### config.mk
export PLATFORM = sky130hd
export DESIGN_NAME = mem_arbiter_flat
export DESIGN_NICKNAME = d
export VERILOG_FILES = /design/src/rtl/cpu_types_pkg.sv /design/src/rtl/mem_arbiter_if.sv /design/src/rtl/mem_arbiter_rr_picker.sv /design/src/rtl/mem_arbiter.sv /design/src/flat_wrapper.sv
export SDC_FILE = /design/constraint.sdc
export NUM_CORES = 1
export LEC_CHECK = 0
export ABC_AREA = 1
export BUFFER_PORTS_ARGS = -buffer_cell sky130_fd_sc_hd__buf_2
export CAP_MARGIN = 25
export CORE_AREA = 3 3 168 170
export DETAILED_ROUTE_END_ITERATION = 16
export DIE_AREA = 0 0 171 173
export PLACE_DENSITY = 0.43
export SETUP_SLACK_MARGIN = 0.4
export SLEW_MARGIN = 20
export SYNTH_ARGS = -nofsm -noshare
export SYNTH_HDL_FRONTEND = slang
export SYNTH_SLANG_ARGS = --single-unit
### constraint.sdc
create_clock -name CLK -period 1.7 [get_ports CLK]
set_input_delay 0.17 -clock CLK [delete_from_list [all_inputs] [get_ports CLK]]
set_output_delay 0.17 -clock CLK [all_outputs]
set_load 0.005 [all_outputs]
### src/rtl/cpu_types_pkg.sv
// Shared CPU/memory types: the RAM word and the RAM model's handshake state.
package cpu_types_pkg;

    typedef logic [31:0] word_t;

    typedef enum logic [1:0] {
        FREE   = 2'd0,
        BUSY   = 2'd1,
        ACCESS = 2'd2,
        ERROR  = 2'd3
    } ramstate_t;

endpackage

### src/rtl/mem_arbiter_if.sv
// Cache-side request/response bundle for all cores plus the single RAM port.
interface mem_arbiter_if
    import cpu_types_pkg::*;
#(
    parameter int CPUS = 2
);

    logic [CPUS-1:0] iREN;
    logic [CPUS-1:0] dREN;
    logic [CPUS-1:0] dWEN;
    logic [CPUS-1:0] iwait;
    logic [CPUS-1:0] dwait;
    word_t           iaddr  [CPUS];
    word_t           daddr  [CPUS];
    word_t           dstore [CPUS];
    word_t           iload  [CPUS];
    word_t           dload  [CPUS];

    logic            ramREN;
    logic            ramWEN;
    word_t           ramaddr;
    word_t           ramstore;
    word_t           ramload;
    ramstate_t       ramstate;

    // Arbiter side: consumes cache requests and RAM responses.
    modport slave (
        input  iREN, dREN, dWEN, iaddr, daddr, dstore, ramload, ramstate,
        output iwait, dwait, iload, dload, ramREN, ramWEN, ramaddr, ramstore
    );

    // Caches and RAM model side.
    modport master (
        output iREN, dREN, dWEN, iaddr, daddr, dstore, ramload, ramstate,
        input  iwait, dwait, iload, dload, ramREN, ramWEN, ramaddr, ramstore
    );

endinterface

### src/rtl/mem_arbiter_rr_picker.sv
// Combinational round-robin picker: first set request at or after start, wrapping.
module rr_picker #(
    parameter int  N  = 2,
    localparam int PW = (N > 1) ? $clog2(N) : 1
) (
    input  logic [N-1:0]  req,
    input  logic [PW-1:0] start,
    output logic [N-1:0]  grant,
    output logic          valid
);

    logic [PW:0] idx;

    always_comb begin
        grant = '0;
        valid = 1'b0;
        idx   = '0;
        for (int k = 0; k < N; k++) begin
            // One spare bit so start+k can exceed N before the wrap.
            idx = {1'b0, start} + (PW+1)'(k);
            if (idx >= (PW+1)'(N)) begin
                idx = idx - (PW+1)'(N);
            end
            if (!valid && req[idx[PW-1:0]]) begin
                grant[idx[PW-1:0]] = 1'b1;
                valid              = 1'b1;
            end
        end
    end

endmodule

### src/rtl/mem_arbiter.sv
// Shares one RAM port among the I/D caches of CPUS cores; data beats instruction,
// round-robin across cores, grant held for bursts up to MAX_HOLD accesses.
module mem_arbiter
    import cpu_types_pkg::*;
#(
    parameter int CPUS     = 2,
    parameter int MAX_HOLD = 8
) (
    input  logic          CLK,
    input  logic          nRST,
    mem_arbiter_if.slave  bus
);

    localparam int IW = (CPUS > 1) ? $clog2(CPUS) : 1;
    localparam int HW = $clog2(MAX_HOLD + 1);

    typedef enum logic {ARB, HOLD} arb_state_t;
    typedef enum logic {GT_I, GT_D} gtype_t;

    arb_state_t      state_reg, state_next;
    gtype_t          gtype_reg, gtype_next;
    logic [IW-1:0]   gcpu_reg, gcpu_next;
    logic [IW-1:0]   rr_ptr_reg, rr_ptr_next;
    logic [HW-1:0]   hold_cnt_reg, hold_cnt_next;

    logic [CPUS-1:0] dreq, ireq;
    logic [CPUS-1:0] dgrant, igrant;
    logic            dvalid, ivalid;
    logic [IW-1:0]   dsel, isel;
    logic            granted_req;
    logic            complete;
    logic            release_now;

    assign dreq = bus.dREN | bus.dWEN;
    assign ireq = bus.iREN;

    rr_picker #(.N(CPUS)) u_dpick (
        .req   (dreq),
        .start (rr_ptr_reg),
        .grant (dgrant),
        .valid (dvalid)
    );

    rr_picker #(.N(CPUS)) u_ipick (
        .req   (ireq),
        .start (rr_ptr_reg),
        .grant (igrant),
        .valid (ivalid)
    );

    always_comb begin
        dsel = '0;
        isel = '0;
        for (int k = 0; k < CPUS; k++) begin
            if (dgrant[k]) dsel = IW'(k);
            if (igrant[k]) isel = IW'(k);
        end
    end

    // A completion only counts while the holder is still asking; a dropped
    // request means the RAM port is idle and any ACCESS is not ours.
    assign granted_req = (state_reg == HOLD) &&
                         ((gtype_reg == GT_D) ? dreq[gcpu_reg] : ireq[gcpu_reg]);
    assign complete    = granted_req && (bus.ramstate == ACCESS);
    assign release_now = (state_reg == HOLD) &&
                         (!granted_req || (complete && hold_cnt_reg == HW'(MAX_HOLD - 1)));

    always_ff @(posedge CLK or negedge nRST) begin
        if (!nRST) begin
            state_reg    <= ARB;
            gtype_reg    <= GT_I;
            gcpu_reg     <= '0;
            rr_ptr_reg   <= '0;
            hold_cnt_reg <= '0;
        end else begin
            state_reg    <= state_next;
            gtype_reg    <= gtype_next;
            gcpu_reg     <= gcpu_next;
            rr_ptr_reg   <= rr_ptr_next;
            hold_cnt_reg <= hold_cnt_next;
        end
    end

    always_comb begin
        state_next    = state_reg;
        gtype_next    = gtype_reg;
        gcpu_next     = gcpu_reg;
        rr_ptr_next   = rr_ptr_reg;
        hold_cnt_next = hold_cnt_reg;
        bus.ramREN    = 1'b0;
        bus.ramWEN    = 1'b0;
        bus.ramaddr   = '0;
        bus.ramstore  = '0;

        case (state_reg)
            ARB: begin
                if (dvalid) begin
                    state_next    = HOLD;
                    gtype_next    = GT_D;
                    gcpu_next     = dsel;
                    hold_cnt_next = '0;
                end else if (ivalid) begin
                    state_next    = HOLD;
                    gtype_next    = GT_I;
                    gcpu_next     = isel;
                    hold_cnt_next = '0;
                end
            end

            HOLD: begin
                if (gtype_reg == GT_D) begin
                    // Write wins when a cache raises both strobes.
                    bus.ramWEN   = bus.dWEN[gcpu_reg];
                    bus.ramREN   = bus.dREN[gcpu_reg] & ~bus.dWEN[gcpu_reg];
                    bus.ramaddr  = bus.daddr[gcpu_reg];
                    bus.ramstore = bus.dstore[gcpu_reg];
                end else begin
                    bus.ramREN   = bus.iREN[gcpu_reg];
                    bus.ramaddr  = bus.iaddr[gcpu_reg];
                end

                if (complete && hold_cnt_reg != HW'(MAX_HOLD)) begin
                    hold_cnt_next = hold_cnt_reg + 1'b1;
                end

                if (release_now) begin
                    state_next  = ARB;
                    rr_ptr_next = (gcpu_reg == IW'(CPUS - 1)) ? '0 : gcpu_reg + 1'b1;
                end
            end

            default: state_next = ARB;
        endcase
    end

    genvar gi;
    generate
        for (gi = 0; gi < CPUS; gi++) begin : g_port
            assign bus.iwait[gi] = !(complete && gtype_reg == GT_I && gcpu_reg == IW'(gi));
            assign bus.dwait[gi] = !(complete && gtype_reg == GT_D && gcpu_reg == IW'(gi));
            assign bus.iload[gi] = bus.ramload;
            assign bus.dload[gi] = bus.ramload;
        end
    endgenerate

endmodule

### src/flat_wrapper.sv
// flat-port wrapper written by rule: the top's interface ports become plain ports
module mem_arbiter_flat import cpu_types_pkg::*;
#(
    parameter int CPUS     = 2,
    parameter int MAX_HOLD = 8
)
  (CLK, nRST, bus_iREN, bus_dREN, bus_dWEN, bus_iaddr, bus_daddr, bus_dstore, bus_ramload, bus_ramstate, bus_iwait, bus_dwait, bus_iload, bus_dload, bus_ramREN, bus_ramWEN, bus_ramaddr, bus_ramstore);
  mem_arbiter_if #(.CPUS(CPUS)) bus_i ();
  input  logic CLK;
  input  logic nRST;
  input wire logic [$bits(bus_i.iREN)-1:0] bus_iREN;
  input wire logic [$bits(bus_i.dREN)-1:0] bus_dREN;
  input wire logic [$bits(bus_i.dWEN)-1:0] bus_dWEN;
  input wire logic [$bits(bus_i.iaddr)-1:0] bus_iaddr;
  input wire logic [$bits(bus_i.daddr)-1:0] bus_daddr;
  input wire logic [$bits(bus_i.dstore)-1:0] bus_dstore;
  input wire logic [$bits(bus_i.ramload)-1:0] bus_ramload;
  input wire logic [$bits(bus_i.ramstate)-1:0] bus_ramstate;
  output wire logic [$bits(bus_i.iwait)-1:0] bus_iwait;
  output wire logic [$bits(bus_i.dwait)-1:0] bus_dwait;
  output wire logic [$bits(bus_i.iload)-1:0] bus_iload;
  output wire logic [$bits(bus_i.dload)-1:0] bus_dload;
  output wire logic [$bits(bus_i.ramREN)-1:0] bus_ramREN;
  output wire logic [$bits(bus_i.ramWEN)-1:0] bus_ramWEN;
  output wire logic [$bits(bus_i.ramaddr)-1:0] bus_ramaddr;
  output wire logic [$bits(bus_i.ramstore)-1:0] bus_ramstore;
  assign bus_i.iREN = bus_iREN;
  assign bus_i.dREN = bus_dREN;
  assign bus_i.dWEN = bus_dWEN;
  assign bus_i.iaddr = {>>{bus_iaddr}};
  assign bus_i.daddr = {>>{bus_daddr}};
  assign bus_i.dstore = {>>{bus_dstore}};
  assign bus_i.ramload = bus_ramload;
  assign bus_i.ramstate = bus_ramstate;
  assign bus_iwait = bus_i.iwait;
  assign bus_dwait = bus_i.dwait;
  assign bus_iload = {>>{bus_i.iload}};
  assign bus_dload = {>>{bus_i.dload}};
  assign bus_ramREN = bus_i.ramREN;
  assign bus_ramWEN = bus_i.ramWEN;
  assign bus_ramaddr = bus_i.ramaddr;
  assign bus_ramstore = bus_i.ramstore;
  mem_arbiter #(.CPUS(CPUS), .MAX_HOLD(MAX_HOLD)) u_core (.CLK(CLK), .nRST(nRST), .bus(bus_i));
endmodule
==> results.sh <==
export IMPL_place_hpwl_um=14200
export IMPL_period_minus_slack_ps=1840
export IMPL_dpl_cell_area_um2=4090
export IMPL_critPathKind="reg2out"
export IMPL_groute_usage_overall_pct=11.0
export IMPL_postSynthAreaPerCell_um2=5.50
export IMPL_ctsRootBufferMaster="clkbuf_16"
export IMPL_cap_violations=0
export IMPL_cts_sinks=8
export IMPL_synth_edf_count=0
export IMPL_htreeDepth=1
export IMPL_wire_per_inst_um=18.1
export IMPL_relSlewSlack_pct=69.1
export IMPL_grt_max_degree=35
export IMPL_numCtsBuffers=3
export IMPL_via_count=4202
export IMPL_antenna_found_initial=2
export IMPL_fin_crit_sh_pct=108
export IMPL_firstDrtPassIters=5
export IMPL_worstMarginPinSlew_ps=461
export IMPL_worst_skew_pair_late_latency_ps=230
export IMPL_gp_congestion=0.779
export IMPL_area_growth_pct=61.6
export IMPL_initial_core_util_pct=11.6
export IMPL_clk_pin_slew_worst_paths_ps=40
export IMPL_syn_cell_area_um2=3130
export IMPL_drive_gt1_share_pct=57.8
export IMPL_p_per_area_nw_per_um2=1690
export IMPL_row_count=60
export IMPL_peakVddDrop_v=0.000525
export IMPL_ys_ff_latch=8
export IMPL_hold_class="in2reg"
export IMPL_die_h_um=173
export IMPL_critPathRequiredTime_ps=1530
export IMPL_ios=432
export IMPL_syn_nets=805
export IMPL_async_reset_ff_share_pct=100
export IMPL_stdcell_area_um2=5060
export IMPL_final_nets=969
export IMPL_core_um2=26900
export IMPL_remaining_drc_errors=0
export IMPL_synth_ff_type="dfrtp_1"
export IMPL_grt_pass1_vias=3855
export IMPL_fin_skew_ps=1.81
export IMPL_fillers=3125
export IMPL_start_kind="flop"
export IMPL_overflow=0
export IMPL_wl_um=19500
export IMPL_critPathCaptureType="primary output"
export IMPL_largest_reg_flops=4
export IMPL_die_area_um2=29600
export IMPL_power_leakage_nw=2.46
export IMPL_die_x_um=171
export IMPL_worst_slack_ps=-137
export IMPL_status="finished with violations"
export IMPL_ant_nets=0
export IMPL_violations="negative setup slack"
export IMPL_rsz0062_at_grt="yes"
export IMPL_cts_buffer_depth=2
export IMPL_ys_warnings_count=0
export IMPL_port_buffers=271
export IMPL_slew_violations=0
export IMPL_fmax_mhz=544
export IMPL_yosysSeqAreaShare_pct=6.40
export IMPL_stdcell_count=1074
export IMPL_routed_via_density=3.91
export IMPL_grt_pass1_wl_um=24700
export IMPL_synth_distinct_cells=27
export IMPL_synthCells=569
export IMPL_final_setup_viol_count=51
export IMPL_path_max_fanout=7
export IMPL_dpl_cell_count=1047
export IMPL_hold_viol=0
export IMPL_cp_data_arrival_time_ps=1670
export IMPL_tritoncts="yes"
export IMPL_drtIter0Drc=141
-- report_power, final --
part	internal [mW]	switching, mW
clock network	0.312	0.0914
logic	3.65	4.11
registers	0.271	0.124
-- layer usage --
layer | up-vias | track usage (%) | part of all wire (%)
met3 | 22 | 2.83 | 8.7
met1 | 1878 | 12.5 | 38
met2 | 269 | 20.9 | 52
met4 | 2 | 1.14 | 0.73
li1 | 2031 | - | -
met5 | - | 0 | 0.067
-- kinds of logic after synthesis --
family | after synthesis | share of synthesized area [%]
xor gates and xnor gates | 1 | 0.280
buffers and inverters | 175 | 38.5
and+or+nand+nor | 275 | 35.5
AOI/OAI and AO/OA | 108 | 18.4
DFF | 8 | 6.40
adders and majority gates | 2 | 0.800
-- metrics by stage --
stage / power, mW / util [%] / setup WS (ps) / setup TNS [ps] / hold WS (ps)
detailed placement: 6.00 / 15.2 / 29.1 / 0 / 29.5
finish: 8.55 / 18.8 / -137 / -3640 / 284
global route: 9.26 / 18.8 / -209 / -8460 / 300
global placement: 6.01 / 15.2 / 33.2 / 0 / 31.4
CTS: 7.39 / 16.7 / -109 / -3270 / 284
floorplan: 3.57 / - / 396 / 0 / -126
-- cell type report --
cell class	count	area [um^2]	area share, %
Inverter	12	60.1	1.19
Clock buffer	4	78.8	1.56
Timing Repair Buffer	322	2210	43.7
Tap cell	341	427	8.44
Antenna cell	1	2.50	0.0495
Multi-Input combinational cell	386	2070	41.0
Sequential cell	8	205	4.06
-- worst paths after layout --
check,startpoint,cells past startpoint,end,slack (ps)
setup / recovery,u_core.gcpu_reg,7,bus_ramaddr[5],-140
hold / removal,bus_iREN[1],3,u_core.state_reg,280
setup reg to reg,u_core.gcpu_reg,10,u_core.rr_ptr_reg,30
hold reg to reg,u_core.rr_ptr_reg,2,u_core.rr_ptr_reg,480
max in group asynchronous,nRST,2,u_core.gcpu_reg,1190
min in group asynchronous,nRST,2,u_core.hold_cnt_reg[3],320
-- cells in the final DEF, fill, tap and decap left out, types with 10 or more instances in the layout --
cell type,Yosys,layout
nor3_1,31,11
nand2_1,30,27
clkbuf_16,0,12
buf_2,15,269
buf_4,128,14
o21ai_1,11,49
nor2_4,0,10
buf_6,6,12
o21ai_2,0,12
nor3_2,0,20
nor2_2,3,39
a21oi_1,37,33
nor2_1,195,149
-- Yosys cell counts, types with 2 or more instances --
library cell | n | share of area (%)
nand4_1 | 4 | 0.80
dfrtp_1 | 8 | 6.4
nor3_1 | 31 | 5.0
nand3_1 | 7 | 1.1
buf_6 | 6 | 2.2
buf_1 | 3 | 0.36
clkbuf_1 | 11 | 1.3
nor2_1 | 195 | 23
nor2_2 | 3 | 0.60
o21ai_1 | 11 | 1.8
nand2_1 | 30 | 3.6
o21ai_0 | 56 | 9.0
ha_1 | 2 | 0.80
a21oi_1 | 37 | 5.9
buf_4 | 128 | 31
inv_2 | 2 | 0.24
inv_1 | 9 | 1.1
nand2_2 | 3 | 0.60
buf_2 | 15 | 2.4
-- worst max-delay path, cell delays in order, from the launching register on --
cell and delay [ps]:
dfrtp_4 520, buf_12 200, buf_16 150, nor2_2 40, nor2_1 80, o21ai_0 120
a21oi_2 180, buf_2 140
-- repair_timing --
action                                  in CTS  in global routing
gates resized for setup                     71                104
hold buffers                                 1                  0
pin swaps                                   11                 39
hold endpoints to repair                     8                  0
setup buffers                                4                  4
endpoints found under the setup margin      76                 78
gates cloned                                 4                  9
Power figures use the tool's default switching activity.
